[src/rtl/risc_v_mem_pkg.sv]
// Shared RV32I memory-access encodings for the MEM-stage load/store unit.
package risc_v_mem_pkg;

   localparam logic [2:0] F3_B  = 3'b000;
   localparam logic [2:0] F3_H  = 3'b001;
   localparam logic [2:0] F3_W  = 3'b010;
   localparam logic [2:0] F3_BU = 3'b100;
   localparam logic [2:0] F3_HU = 3'b101;

   localparam logic [1:0] LSU_IDLE   = 2'b00;
   localparam logic [1:0] LSU_RMW_WR = 2'b01;
   localparam logic [1:0] LSU_RESP   = 2'b10;

   // Unsigned widths exist only for loads, so BU/HU on a store is illegal.
   function automatic logic f3_illegal(input logic [2:0] f3, input logic st);
      logic bad;
      case (f3)
         F3_B, F3_H, F3_W: bad = 1'b0;
         F3_BU, F3_HU:     bad = st;
         default:          bad = 1'b1;
      endcase
      return bad;
   endfunction

endpackage

[src/rtl/lsu_align.sv]
// Lane extraction/extension for loads and lane merging for sub-word stores.
module lsu_align
   import risc_v_mem_pkg::*;
(
   input  logic [2:0]  funct3,
   input  logic [1:0]  addr_lo,
   input  logic [31:0] word,
   input  logic [31:0] wdata,
   output logic [31:0] load_ext,
   output logic [31:0] store_merge,
   output logic        misalign
);

   logic [7:0]  w_byte;
   logic [15:0] w_half;
   logic [4:0]  w_shamt;

   // Select the addressed byte and half-word lanes of the memory word.
   always_comb begin
      w_shamt = {addr_lo, 3'b000};
      w_byte  = 8'(word >> w_shamt);
      if (addr_lo[1]) begin
         w_half = word[31:16];
      end else begin
         w_half = word[15:0];
      end
   end

   // Extend loads, merge store data into the read word, flag misalignment.
   always_comb begin
      load_ext    = 32'd0;
      store_merge = word;
      misalign    = 1'b0;
      case (funct3)
         F3_B: begin
            load_ext    = {{24{w_byte[7]}}, w_byte};
            store_merge = (word & ~(32'h0000_00FF << w_shamt))
                        | ({24'd0, wdata[7:0]} << w_shamt);
         end
         F3_BU: begin
            load_ext = {24'd0, w_byte};
         end
         F3_H: begin
            load_ext = {{16{w_half[15]}}, w_half};
            misalign = addr_lo[0];
            if (addr_lo[1]) begin
               store_merge = {wdata[15:0], word[15:0]};
            end else begin
               store_merge = {word[31:16], wdata[15:0]};
            end
         end
         F3_HU: begin
            load_ext = {16'd0, w_half};
            misalign = addr_lo[0];
         end
         F3_W: begin
            load_ext    = word;
            store_merge = wdata;
            misalign    = |addr_lo;
         end
         default: begin
            load_ext    = 32'd0;
            store_merge = word;
            misalign    = 1'b0;
         end
      endcase
   end

endmodule

[src/rtl/load_store_unit.sv]
// MEM-stage load/store unit: word-only memory, sub-word stores done as read-modify-write.
module load_store_unit
   import risc_v_mem_pkg::*;
#(
   parameter int ADDR_W    = 16,
   parameter int MEM_BYTES = 64004
)(
   input  logic              clk,
   input  logic              rst,
   input  logic              req,
   input  logic              is_store,
   input  logic [2:0]        funct3,
   input  logic [31:0]       addr,
   input  logic [31:0]       wdata,
   output logic [31:0]       rdata,
   output logic              done,
   output logic              err,
   output logic              stall,
   output logic [ADDR_W-1:0] mem_a,
   output logic              mem_we,
   output logic [31:0]       mem_wd,
   input  logic [31:0]       mem_rd
);

   localparam logic [31:0] LIMIT = 32'(MEM_BYTES);

   logic [1:0]        r_state;
   logic [ADDR_W-1:0] r_mem_a;
   logic [31:0]       r_merge;
   logic [31:0]       r_rdata;
   logic              r_done;
   logic              r_err;

   logic [31:0]       w_load_ext;
   logic [31:0]       w_store_merge;
   logic              w_misalign;
   logic              w_err;
   logic [ADDR_W-1:0] w_req_a;

   lsu_align u_align (
      .funct3      (funct3),
      .addr_lo     (addr[1:0]),
      .word        (mem_rd),
      .wdata       (wdata),
      .load_ext    (w_load_ext),
      .store_merge (w_store_merge),
      .misalign    (w_misalign)
   );

   // Request decode from the live inputs, only meaningful in IDLE.
   always_comb begin
      w_req_a = {addr[ADDR_W-1:2], 2'b00};
      w_err   = w_misalign | (addr >= LIMIT) | f3_illegal(funct3, is_store);
   end

   // Memory-side muxing; RMW write phase uses only the latched address and word.
   always_comb begin
      mem_a  = w_req_a;
      mem_we = 1'b0;
      mem_wd = wdata;
      if (!rst) begin
         mem_we = 1'b0;
      end else if (r_state == LSU_RMW_WR) begin
         mem_a  = r_mem_a;
         mem_we = 1'b1;
         mem_wd = r_merge;
      end else if (r_state == LSU_IDLE) begin
         mem_we = req & is_store & ~w_err & (funct3 == F3_W);
      end else begin
         mem_a = r_mem_a;
      end
   end

   // Access FSM and result registers.
   always_ff @(posedge clk) begin
      if (!rst) begin
         r_state <= LSU_IDLE;
         r_mem_a <= '0;
         r_merge <= 32'd0;
         r_rdata <= 32'd0;
         r_done  <= 1'b0;
         r_err   <= 1'b0;
      end else begin
         case (r_state)
            LSU_IDLE: begin
               r_done <= 1'b0;
               if (req) begin
                  r_mem_a <= w_req_a;
                  if (w_err) begin
                     r_err   <= 1'b1;
                     r_rdata <= 32'd0;
                     r_done  <= 1'b1;
                     r_state <= LSU_RESP;
                  end else if (!is_store) begin
                     r_err   <= 1'b0;
                     r_rdata <= w_load_ext;
                     r_done  <= 1'b1;
                     r_state <= LSU_RESP;
                  end else if (funct3 == F3_W) begin
                     r_err   <= 1'b0;
                     r_rdata <= 32'd0;
                     r_done  <= 1'b1;
                     r_state <= LSU_RESP;
                  end else begin
                     r_merge <= w_store_merge;
                     r_state <= LSU_RMW_WR;
                  end
               end
            end
            LSU_RMW_WR: begin
               r_err   <= 1'b0;
               r_rdata <= 32'd0;
               r_done  <= 1'b1;
               r_state <= LSU_RESP;
            end
            LSU_RESP: begin
               r_done  <= 1'b0;
               r_state <= LSU_IDLE;
            end
            default: begin
               r_done  <= 1'b0;
               r_state <= LSU_IDLE;
            end
         endcase
      end
   end

   assign rdata = r_rdata;
   assign done  = r_done;
   assign err   = r_err;
   assign stall = req & ~r_done;

endmodule

[config.mk]
export PLATFORM = sky130hd
export DESIGN_NAME = load_store_unit
export DESIGN_NICKNAME = d
export VERILOG_FILES = /design/src/rtl/risc_v_mem_pkg.sv /design/src/rtl/lsu_align.sv /design/src/rtl/load_store_unit.sv
export SDC_FILE = /design/constraint.sdc
export NUM_CORES = 1
export LEC_CHECK = 0
export CAP_MARGIN = 5
export CORE_MARGIN = 4
export CORE_UTILIZATION = 27
export DETAILED_ROUTE_END_ITERATION = 6
export SLEW_MARGIN = 15
export SYNTH_ARGS = -nofsm -noshare
export SYNTH_HDL_FRONTEND = slang
export SYNTH_SLANG_ARGS = --single-unit
[constraint.sdc]
create_clock -name clk -period 1.9 [get_ports clk]
set_clock_uncertainty 0.1 [all_clocks]
set_input_delay 0.19 -clock clk [delete_from_list [all_inputs] [get_ports clk]]
set_output_delay 0.19 -clock clk [all_outputs]
set_load 0.005 [all_outputs]
Word level (Yosys, flattened, before mapping). Cells that the tools add are included.

Flip-flop bits (word level): 82. Input bits: 103. Output and inout port bits: 84. Word-level logic and storage cells: 73.

$lt $le $gt $ge: 1. Equal/unequal tests: 7. Shifts and indexed selects: 3. Mux-type cells: 34. Bitwise operators: 12. Reduce and logical (&&, ||, !) cells: 10.

Operators by type and width (number): 2-to-1 mux 32 bit (7); one-hot mux 32 bit (5 select lines) (1); one-hot mux 32 bit (2 select lines) (2); 2-to-1 mux 16 bit (4); bitwise AND 32 bit (1); greater-or-equal comparator 32 x 16 -> 1 bit, second input constant (1); NOT 32 bit (1); bitwise OR 32 bit (1); << shifter 8 x 5 -> 32 bit (1); << shifter 8 x 5 -> 32 bit, first input constant (1); right shift 32 x 5 -> 8 bit (1); 2-to-1 mux 1 bit (11); 2-to-1 mux 2 bit (4); one-hot mux 1 bit (2 select lines) (4); == test 3 bit, second input constant (2); OR reduction 2 bit (3); AND reduction 5 bit (1); bitwise AND 1 bit (4); inequality test 4 x 3 -> 1 bit, second input constant (1); one-hot mux 2 bit (2 select lines) (1); == test 3 x 1 -> 1 bit, second input constant (1); == test 3 x 2 -> 1 bit, second input constant (1); zero test 3 bit (1); NOT 1 bit (3); 8 further kinds (9).

Logic depth before layout (Yosys ltp).
Word-level depth: 11. Depth in mapped cells: 8. Gate-level depth less buffers: 5.

Modules after synthesis. From an unflattened synthesis, not the netlist that was laid out.

Cells, all modules: 681. Area total of the unflattened synthesis: 5690.5 um^2.

Modules (own cells, without submodules): load_store_unit (times used 1, cells an instance 376, area an instance 3589.7 um^2, sequential area each 1641.6 um^2); lsu_align (times used 1, cells an instance 305, area an instance 2100.8 um^2, sequential area each 0.0 um^2).

Worst setup path after synthesis. Ideal clock, no wire load.

Kind: reg2reg. From: register r_state[1]. To: register r_merge[31]. Library setup time: 0.072 ns. Data arrival time: 1.602 ns. Data required time: 1.728 ns. Path slack: 0.126 ns. Stages on the path, launching flop included: 9. Path buffers: 3. Clock period less this slack: 1.774 ns. Cells stage by stage: dfxtp_1 nand2b_4 or2_0 clkbuf_1 nor2_4 and3_1 buf_4 buf_6 mux2i_1.

Word-level cells in the longest chain between the ends: 2.

RTL lines: start: declaration (line load_store_unit.sv:27) `logic [1:0] r_state;`; start signal: assignment (line load_store_unit.sv:77) `r_state <= LSU_IDLE;`; start signal: assignment (line load_store_unit.sv:93) `r_state <= LSU_RESP;`; start signal: assignment (line load_store_unit.sv:98) `r_state <= LSU_RESP;`; zero test 2 bit (line load_store_unit.sv:84) `case (r_state)`; AND reduction 5 bit (no line); end signal: assignment (line load_store_unit.sv:105) `r_merge <= w_store_merge;`; end: declaration (line load_store_unit.sv:29) `logic [31:0] r_merge;`.

Every way passes these cells. A chain may end at the register's enable or synchronous reset.

Final worst setup path.
From: register r_state[1]. To: output mem_wd[3].

Word-level cells in the longest chain between the ends: 3.

RTL lines: == test 2 x 1 -> 1 bit (line load_store_unit.sv:63) `end else if (r_state == LSU_RMW_WR) begin`; 2-to-1 mux 32 bit (line load_store_unit.sv:63); 2-to-1 mux 32 bit (line load_store_unit.sv:61) `if (!rst) begin`; end: declaration (line load_store_unit.sv:21) `output logic [31:0] mem_wd,`.

Every way passes these cells.

==> out/qor.txt <==
Mapped Cells: 627
Most Crowded Layer GR: met2
Hold Crit Depth: 3
Post-synth EDFFs: 0
Largest family of logic cells by synthesized area: multiplexers
Area fraction of the dominant cell type after synthesis: 0.302
Synth warn: 0
Detailed placement HPWL: 15.2 mm
Initial Utilization: 0.277
Synth cell types: 54
Global placement routability congestion: 0.865
Arrival time of the worst setup path: 1680 ps
DR vias/cell: 4.99
Synth area leader: dfxtp_1
MaxCap Viol Count: 0
Post-synthesis mux area share: 0.233
Failing checks: setup timing
Post-Synth Simple-Gate Area: 0.207
Avg Cell Area, Syn: 8.66 um^2
# setup viols final: 13
Adder-cell share of the synthesized area: 0
Share of post-route cells with drive strength above 1: 0.328
Clock buffer depth: 2
Drt first pass iters: 7
Pleak: 4.07 nW
Cell with the most instances after synthesis: nand2_1
Worst hold endpoint: r_mem_a[2]
Worst Path Class, Setup: flop to output pin
NumNets Final: 989
Vias: 5763
Core box area: 19600 um^2
Remaining antenna violation count: 0
Worst-path clk slew: 60 ps
Top_reg_cell synth: dfxtp_1
TritonCTS Buffers: 9
HP Class: input pin to flop
Outcome: finished with violations
Worst-margin pin slew: 836 ps
Critical Path RT: 1610 ps
CP endpoint kind: output pin
Maximum clock frequency: 0.507 GHz
Grt met1 use: 0.238
Initial antenna violation count: 5
Final Util: 0.462
Min cycle time layout: 1970 ps
Final setup TNS: -620 ps
Root buffer cell: clkbuf_16
FF+latch count, synth: 82
Worst-Skew Late Latency: 340 ps
Area contributors post-synth: dfxtp_1 (30%), mux2i_1 (11%), mux2_2 (11%), nand2_1 (7.3%), o211a_1 (3.0%)
Antenna Cells: 0
Final Hold Fails: 0
Max rail drop VDD: 0.442 mV
Port buffer count: 184
Initial DRC count: 364
FF-to-FF setup slack: 30 ps
Post-synthesis compound-gate area fraction: 0.189
Die W: 150 um
Wirelength per Cell: 18.9 um
Total track usage: 0.184
Post-Route WL: 21.9 mm
Max Slew Vio Count: 0
Synth-to-layout area growth: 66.8%
Post-synth top cells: nand2_1 (105), dfxtp_1 (82), mux2i_1 (62), mux2_2 (55)
Global-route wire length before repair: 31.9 mm
Post-synth ARST share: 0
Met3 Use GR: 0.0527
Critical-path maximum fanout: 5
Reg2reg path depth: 9
DRC Markers: 0
Pin count of the biggest net entering global routing: 83
Pwr Total: 4.84 mW
Clock Sinks: 82
Synth Area in XOR/XNOR: 0
Crit path launch type: flop
Final Cycle Share: 1.04
Die height: 150 um
Grt ovf: 0
Max_slew headroom: 0.443
Final WS setup: -70.9 ps
Cell Pwr Density: 535 nW/um^2
R2r endpoint: r_merge[14]
RSZ-0062 raised after global routing: true
Area of the die: 22400 um^2
Cell area after synthesis: 5430 um^2
Met2 Use GR: 0.308
TritonCTS clock tree: done
H-tree Lvls: 3
Post-synthesis sequential area ratio: 0.302
Core Rows: 51
Number of global-route vias before repair: 5587
Hold path startpoint: addr[2]
IO Pins: 187
Worst r2r src: r_state[1]
[report_power, final]
part | leakage [nW] | total (mW) | internal [mW] | switching (mW)
clock network | 0.156 | 1.93 | 1.22 | 0.713
logic | 3.25 | 1.16 | 0.648 | 0.510
registers | 0.664 | 1.75 | 1.74 | 0.0108
total | 4.07 | 4.84 | 3.60 | 1.23
[worst max-delay path: stages, from the launching register on]
cell,delay (ps)
dfxtp_2,310
nand3b_1,190
buf_6,160
buf_12,130
buf_4,140
mux2_2,280
buf_6,120
[metal layers]
metal / part of all wire / wire length (um)
met3: 0.077 / 1680
met5: 0.0034 / 74
met2: 0.48 / 10400
met4: 0.016 / 342
met1: 0.43 / 9380
[kinds of logic (layout without fill, tap and decap cells)]
group           after synthesis  after routing
other cells                   1              2
buf+inv                      67            329
simple gates                218            218
compound gates              141            141
mux                         118            118
flops                        82             82
[worst max path at each step]
stage / end / slack, ps / from
floorplan: r_merge[31] / 130 / r_state[1]
global placement: mem_we / -770 / addr[2]
detailed placement: mem_we / -760 / addr[2]
CTS: mem_wd[2] / -100 / r_state[1]
global route: mem_we / -120 / r_state[1]
finish: mem_wd[3] / -70 / r_state[1]
[metrics by stage]
step                cells  area [um^2]  hold slack [ps]  setup WS, ps
global route         1155         9050             29.1          -123
floorplan             628         5430              235           126
CTS                  1145         8830              137          -101
detailed placement   1103         8030              346          -756
finish               1155         9050             28.5         -70.9
global placement     1103         8030              344          -768
[registers in the layout, summed over array words and instances, names as in the netlist]
name	flops
r_merge	32
rdata	32
r_mem_a	14
r_state	2
done	1
err	1
[layout by cell type (no fill, tap or decap), types with 3 or more instances in the layout]
| cell type | netlist | routed |
|---|---|---|
| a31oi_1 | 10 | 10 |
| clkdlybuf4s15_1 | 0 | 6 |
| nand3_1 | 10 | 8 |
| dlymetal6s2s_1 | 0 | 10 |
| nand2_1 | 105 | 103 |
| nor3_1 | 7 | 6 |
| a22oi_1 | 8 | 8 |
| o2bb2ai_1 | 6 | 6 |
| nor2b_1 | 14 | 12 |
| o211a_1 | 16 | 16 |
| o21ai_0 | 28 | 22 |
| dfxtp_1 | 82 | 80 |
| nand3_2 | 1 | 3 |
| buf_6 | 5 | 43 |
| o21ai_1 | 9 | 12 |
| clkdlybuf4s50_1 | 0 | 100 |
| a221o_1 | 8 | 8 |
| mux2_4 | 0 | 20 |
| a21oi_1 | 19 | 19 |
| buf_2 | 10 | 21 |
| nand2b_4 | 1 | 3 |
| buf_12 | 2 | 15 |
| buf_16 | 0 | 5 |
| nor4_4 | 0 | 3 |
| buf_8 | 1 | 3 |
| nand4_1 | 17 | 17 |
| a21boi_0 | 15 | 14 |
| mux2i_1 | 62 | 61 |
| clkbuf_2 | 0 | 14 |
| clkbuf_16 | 0 | 12 |
| buf_4 | 7 | 80 |
| nor4_2 | 4 | 3 |
| inv_1 | 8 | 8 |
| nand2b_1 | 5 | 3 |
| o211ai_1 | 8 | 8 |
| mux2_2 | 55 | 35 |
| nor2_1 | 18 | 16 |
| o22a_1 | 8 | 8 |
| dlygate4sd2_1 | 0 | 6 |
| and2_1 | 19 | 19 |
[cell type report]
type	instances	area, um^2
fill	1880	10500
multi-input combinational	479	3670
timing repair buffer	306	3060
sequential	82	1650
tap	265	332
clock buffer	13	260
clock inverter	2	60.1
inverter	8	30.0
[timing repair]
item	CTS	global route
gates cloned	9	3
gates resized for setup	291	87
setup buffers	19	13
pin swaps	11	20
hold buffers	0	0
endpoints found under the setup margin	114	114
Power figures use the tool's default switching activity.
